==> src/rtl/param_timer.sv <==
// param_timer: prescaled down-counter that can run once or reload itself.
// A prescaler divides clk by PRESCALE_DIV into ticks. Each tick decrements
// the count, and expired pulses for one cycle when the count reaches its end.
module param_timer #(
  parameter int          CNT_W        = 8,
  parameter int unsigned PRESCALE_DIV = 50000000
) (
  input  logic             clk,
  input  logic             reset,
  input  logic [CNT_W-1:0] value_input,
  input  logic             startTimer,
  input  logic             stopTimer,
  input  logic             pause,
  input  logic             periodic,
  output logic             expired,
  output logic             busy,
  output logic [CNT_W-1:0] remaining
);

  // A divider of 1 still needs a 1-bit prescaler. It then stays at 0, so every cycle is a tick.
  localparam int PW = (PRESCALE_DIV > 1) ? $clog2(PRESCALE_DIV) : 1;
  localparam logic [PW-1:0] PSC_LAST = PW'(PRESCALE_DIV - 1);

  typedef enum logic {IDLE = 1'b0, RUN = 1'b1} state_t;

  state_t           state, state_n;
  logic [PW-1:0]    psc, psc_n;
  logic [CNT_W-1:0] count, count_n;
  logic [CNT_W-1:0] reload, reload_n;
  logic             per, per_n;
  logic             exp_q, exp_n;
  logic             tick;

  // Tick fires on the cycle the prescaler wraps, and only while running and not paused.
  assign tick = (state == RUN) && !pause && (psc == PSC_LAST);

  // State register and datapath registers. Reset is asynchronous and clears everything.
  always_ff @(posedge clk or posedge reset) begin
    if (reset) begin
      state  <= IDLE;
      psc    <= '0;
      count  <= '0;
      reload <= '0;
      per    <= 1'b0;
      exp_q  <= 1'b0;
    end else begin
      state  <= state_n;
      psc    <= psc_n;
      count  <= count_n;
      reload <= reload_n;
      per    <= per_n;
      exp_q  <= exp_n;
    end
  end

  // Next-state logic. Inputs are prioritised: start first, then stop, then pause.
  always_comb begin
    state_n  = state;
    psc_n    = psc;
    count_n  = count;
    reload_n = reload;
    per_n    = per;
    exp_n    = 1'b0;
    if (startTimer) begin
      // A start also overrides a terminal tick on the same edge, so it suppresses that expiry.
      count_n  = value_input;
      reload_n = value_input;
      psc_n    = '0;
      if (value_input == '0) begin
        // A zero load expires immediately and never enters RUN.
        per_n   = 1'b0;
        exp_n   = 1'b1;
        state_n = IDLE;
      end else begin
        per_n   = periodic;
        state_n = RUN;
      end
    end else if (state == RUN) begin
      if (stopTimer) begin
        // Abort: keep the count visible, drop any partial prescale.
        state_n = IDLE;
        psc_n   = '0;
      end else if (!pause) begin
        psc_n = tick ? '0 : psc + 1'b1;
        if (tick) begin
          if (count > CNT_W'(1)) begin
            count_n = count - 1'b1;
          end else begin
            // Terminal tick. A count of 0 is treated like 1, so the count cannot underflow.
            exp_n = 1'b1;
            if (per) begin
              count_n = reload;
            end else begin
              count_n = '0;
              state_n = IDLE;
            end
          end
        end
      end
    end
  end

  assign expired   = exp_q;
  assign busy      = (state == RUN);
  assign remaining = count;

endmodule

==> config.mk <==
export PLATFORM = sky130hd
export DESIGN_NAME = param_timer
export DESIGN_NICKNAME = d
export VERILOG_FILES = /design/src/rtl/param_timer.sv
export SDC_FILE = /design/constraint.sdc
export NUM_CORES = 1
export LEC_CHECK = 0
export CAP_MARGIN = 0
export CELL_PAD_IN_SITES_DETAIL_PLACEMENT = 1
export CELL_PAD_IN_SITES_GLOBAL_PLACEMENT = 2
export CORE_MARGIN = 8
export CORE_UTILIZATION = 38
export CTS_CLUSTER_DIAMETER = 80
export DETAILED_ROUTE_END_ITERATION = 7
export HOLD_SLACK_MARGIN = 0.05
export MAX_ROUTING_LAYER = met4
export PLACE_DENSITY_LB_ADDON = 0.25
export SKIP_LAST_GASP = 1
export SLEW_MARGIN = 20
export SYNTH_ARGS = -nofsm -noshare
export SYNTH_HDL_FRONTEND = slang
export SYNTH_SLANG_ARGS = --single-unit
==> constraint.sdc <==
create_clock -name clk -period 3.5 [get_ports clk]
set_input_delay 0.875 -clock clk [delete_from_list [all_inputs] [get_ports clk]]
set_output_delay 0.875 -clock clk [all_outputs]
set_load 0.03 [all_outputs]
==> run summary <==
The run finished with clean final reports. Counting I/O delays and the setup requirement, the final critical path takes 2550 ps. The average footprint of a synthesized cell is 9.02 sq um.

The starting utilization of the core area was 38.3%; the number of levels the H-tree was split into was 2. The combinational family with the most area after synthesis is simple AND/OR/NAND/NOR gates. The tightest min-delay check is of the reg -> reg type. The total setup violations reported at the end of the flow was 0; the count of buffers added by post-CTS timing repair for setup was 0. Across all layers, the routed design uses 2169 vias. Wire length after detailed routing: 6840 microns.

After detailed routing, the number of remaining DRC violations is 0. The tools report the post-cts gate resize count as 0. The count of synthesis-stage warnings from yosys came out at 0.

For this design the ratio of total power to cell area is 361 mW/mm^2. The number of antenna diodes in the final layout is 0. Summing the areas of all compound-gate instances in the mapped netlist gives 11.0% of the synthesized area. The logs give 0 for the max-slew violation count and 45 for the CTS sink count. Wire segments on met2 add up to 3430 microns in the final route. Synthesis produced a netlist whose cell count is 282. Data on the critical path is required at its endpoint by 3730 ps.

Setup repair after global routing left no endpoint under its margin. The actual slew at the worst max-slew pin came out at 812 ps. After clock tree synthesis, the clock-pin slew on the worst setup and hold paths is 80 ps. The highest layer used for signal routing was met4. Adder-cell share of the synthesized area: 1.48%. Leaving out fill and tap cells, the most frequent cell in the layout is dfrtp_1. The tree is rooted in a clkbuf_8. In this run the deepest clock path goes through 2 buffers. Measured along the x axis, the die boundary spans 97.8 microns. Of all nets on the critical path, the largest fanout is 7.

In the synthesized netlist, mux cells make up 2.51% of the area. In this run, synthesis inferred 0 flip-flops with an integrated enable. The die area came out at 0.00956 sq mm. Adding up every negative setup slack in the final design gives 0 ps.

The sum of met3 wire segment lengths after detailed routing was 194 microns; the critical path data arrival time was 2780 ps. Across the VDD grid, the largest voltage drop is 139 uV. From synthesis to final layout, the design area changed by 15.3%. The initial antenna violation count was 0; the maximum number of pins on one net before global-route repair was 46. In the layout the commonest cells are 45 x dfrtp_1, 35 x nor2_1, 28 x nand2_1, 23 x clkdlybuf4s50_1, 15 x xnor2_1. Final routed wire length divided by cell count: 17.9 microns. Startpoint-to-endpoint class of the critical path: in -> reg. The clock network latency to the later pin of the worst-skew pair is 300 ps, and the total global routing track utilization is 15.7%. Measured against its own limit, the worst slew margin works out to 45.9%.

The first-pass GRT wire length is 11900 microns. The startpoint type of the worst setup path was a primary input. Counting distinct cell types in the post-synthesis netlist gives 48. In this run the tool buffered the top-level ports with 23 buffer cells. Simple logic cell fraction of the synthesized area: 28.7%. The run gives 4 as the first-pass iteration count of the detailed router. The tools report the area of the core as 0.00664 sq mm.

After the last flow step, the layout net total stands at 319. From bottom edge to top edge, the die measures 97.8 microns. Flip-flop and latch count after synthesis: 45. The design draws 1.06 mW.

After the first detailed-routing iteration, the DRC count stood at 71. The logs give 30 for the total number of placement rows and 0 for the sum of overflow across all layers after global routing. Using the TritonRoute via totals, the vias-per-cell ratio works out to 5.68. The run gives 2359 as the via count of the first global-routing pass.

Once detail routing completed, the nets flagged for antenna violations numbered 0. The hold violation total from the final report is 0, and the area share of xor/xnor cells in the synthesized design is 7.92%. Static timing analysis puts the maximum clock frequency at 0.392 GHz.

The ratio of cells with drive above 1 in the final layout works out to 6.62%. In this run the static leakage power is 1.18 nW. For the number of I/O pins, the log shows 24. The number of nets produced by synthesis is 299. Hold repair after CTS inserted 0 buffers. Max-cap violations in this run came to 0. The most common flop cell mapped by yosys is dfrtp_1. The worst path uses 72.8% of the clock period. The clock arrives with 5.77 ps of skew.

The tools report the total CTS buffers as 5. In the final routing, the length of wire on met1 measures 3170 microns. Routability-driven placement finished with a final weighted congestion of 0.798.

The placed wire-length estimate is 4960 microns. The tools report the endpoint type of the worst setup path as a flop. The mapped netlist covers 0.00254 sq mm. Counting flops with an async set or reset pin after synthesis yields a share of 100%. TritonCTS built the clock tree. The run gives 44.3% as the share of the yosys chip area belonging to registers.
==> cells by family (layout without fill, tap and decap cells) <==
logic type	after synthesis	after routing
xor+xnor	23	23
buf+inv	27	47
simple gates	137	137
mux	6	6
flops	45	45
compound gates	41	41
fa+ha+maj	3	3
==> per-layer routing <==
layer / vias to the layer above / global-route usage (%)
met5: - / -
met4: 0 / 4.56
met3: 4 / 3.34
met2: 23 / 27.1
met1: 1092 / 17.8
li1: 1050 / -
==> metrics by stage <==
| stage | cell area [sq um] | std cells | worst slack, ps | hold slack (ps) | util (%) |
|---|---|---|---|---|---|
| after global routing | 2930 | 382 | 853 | 514 | 44.1 |
| after global placement | 2840 | 375 | 663 | 465 | 42.8 |
| after CTS | 2930 | 382 | 943 | 498 | 44.1 |
| final | 2930 | 382 | 950 | 499 | 44.1 |
| after detailed placement | 2840 | 375 | 627 | 477 | 42.8 |
| after floorplan | 2540 | 282 | 1120 | 453 | - |
==> cell usage after synthesis, types with 4 or more instances <==
library cell | number | area, sq um
dfrtp_1 | 45 | 1130
nor2_1 | 35 | 131
nand2_1 | 28 | 105
xnor2_1 | 15 | 131
inv_1 | 14 | 52.6
nand3_1 | 13 | 65.1
clkbuf_1 | 10 | 37.5
nand4_1 | 10 | 62.6
o21ai_0 | 10 | 50.1
nor4_1 | 8 | 50.1
xor2_1 | 8 | 70.1
and4_1 | 7 | 61.3
nor4b_1 | 7 | 61.3
a21oi_1 | 6 | 30.0
nor3_1 | 6 | 30.0
and3_1 | 4 | 25.0
or3_1 | 4 | 25.0
or4_1 | 4 | 30.0
==> critical path: stages <==
cell and delay, ps:
clkdlybuf4s50_1 510, nand2b_1 140, a21oi_1 90, or3_1 480, or4_1 520, a21oi_1 160
==> area by class of cell <==
| class | instances | area (sq um) |
|---|---|---|
| fill | 792 | 3710 |
| multi-input combinational | 210 | 1310 |
| sequential | 45 | 1130 |
| timing repair buffer | 26 | 253 |
| tap | 80 | 100 |
| clock buffer | 7 | 86.3 |
| inverter | 14 | 53.8 |
==> state kept, by name, indices dropped and copies added, names as in the netlist <==
signal / count
expired: 1
reload: 8
psc: 26
busy: 1
remaining: 8
per: 1
==> final timing paths <==
path | to | slack (ps) | depth (start not counted) | from
hold / removal | reload[7] | 500 | 1 | reload[7]
max in group asynchronous | psc[4] | 1990 | 2 | reset
hold reg to reg | reload[7] | 500 | 1 | reload[7]
min in group asynchronous | psc[19] | 1020 | 2 | reset
setup reg to reg | remaining[0] | 1320 | 6 | psc[0]
setup / recovery | psc[25] | 950 | 6 | stopTimer
==> where the power goes <==
part / switching, mW / internal (mW)
combinational: 0.0945 / 0.0662
clock: 0.176 / 0.157
sequential: 0.0244 / 0.540
total: 0.295 / 0.764
Power figures use the tool's default switching activity.
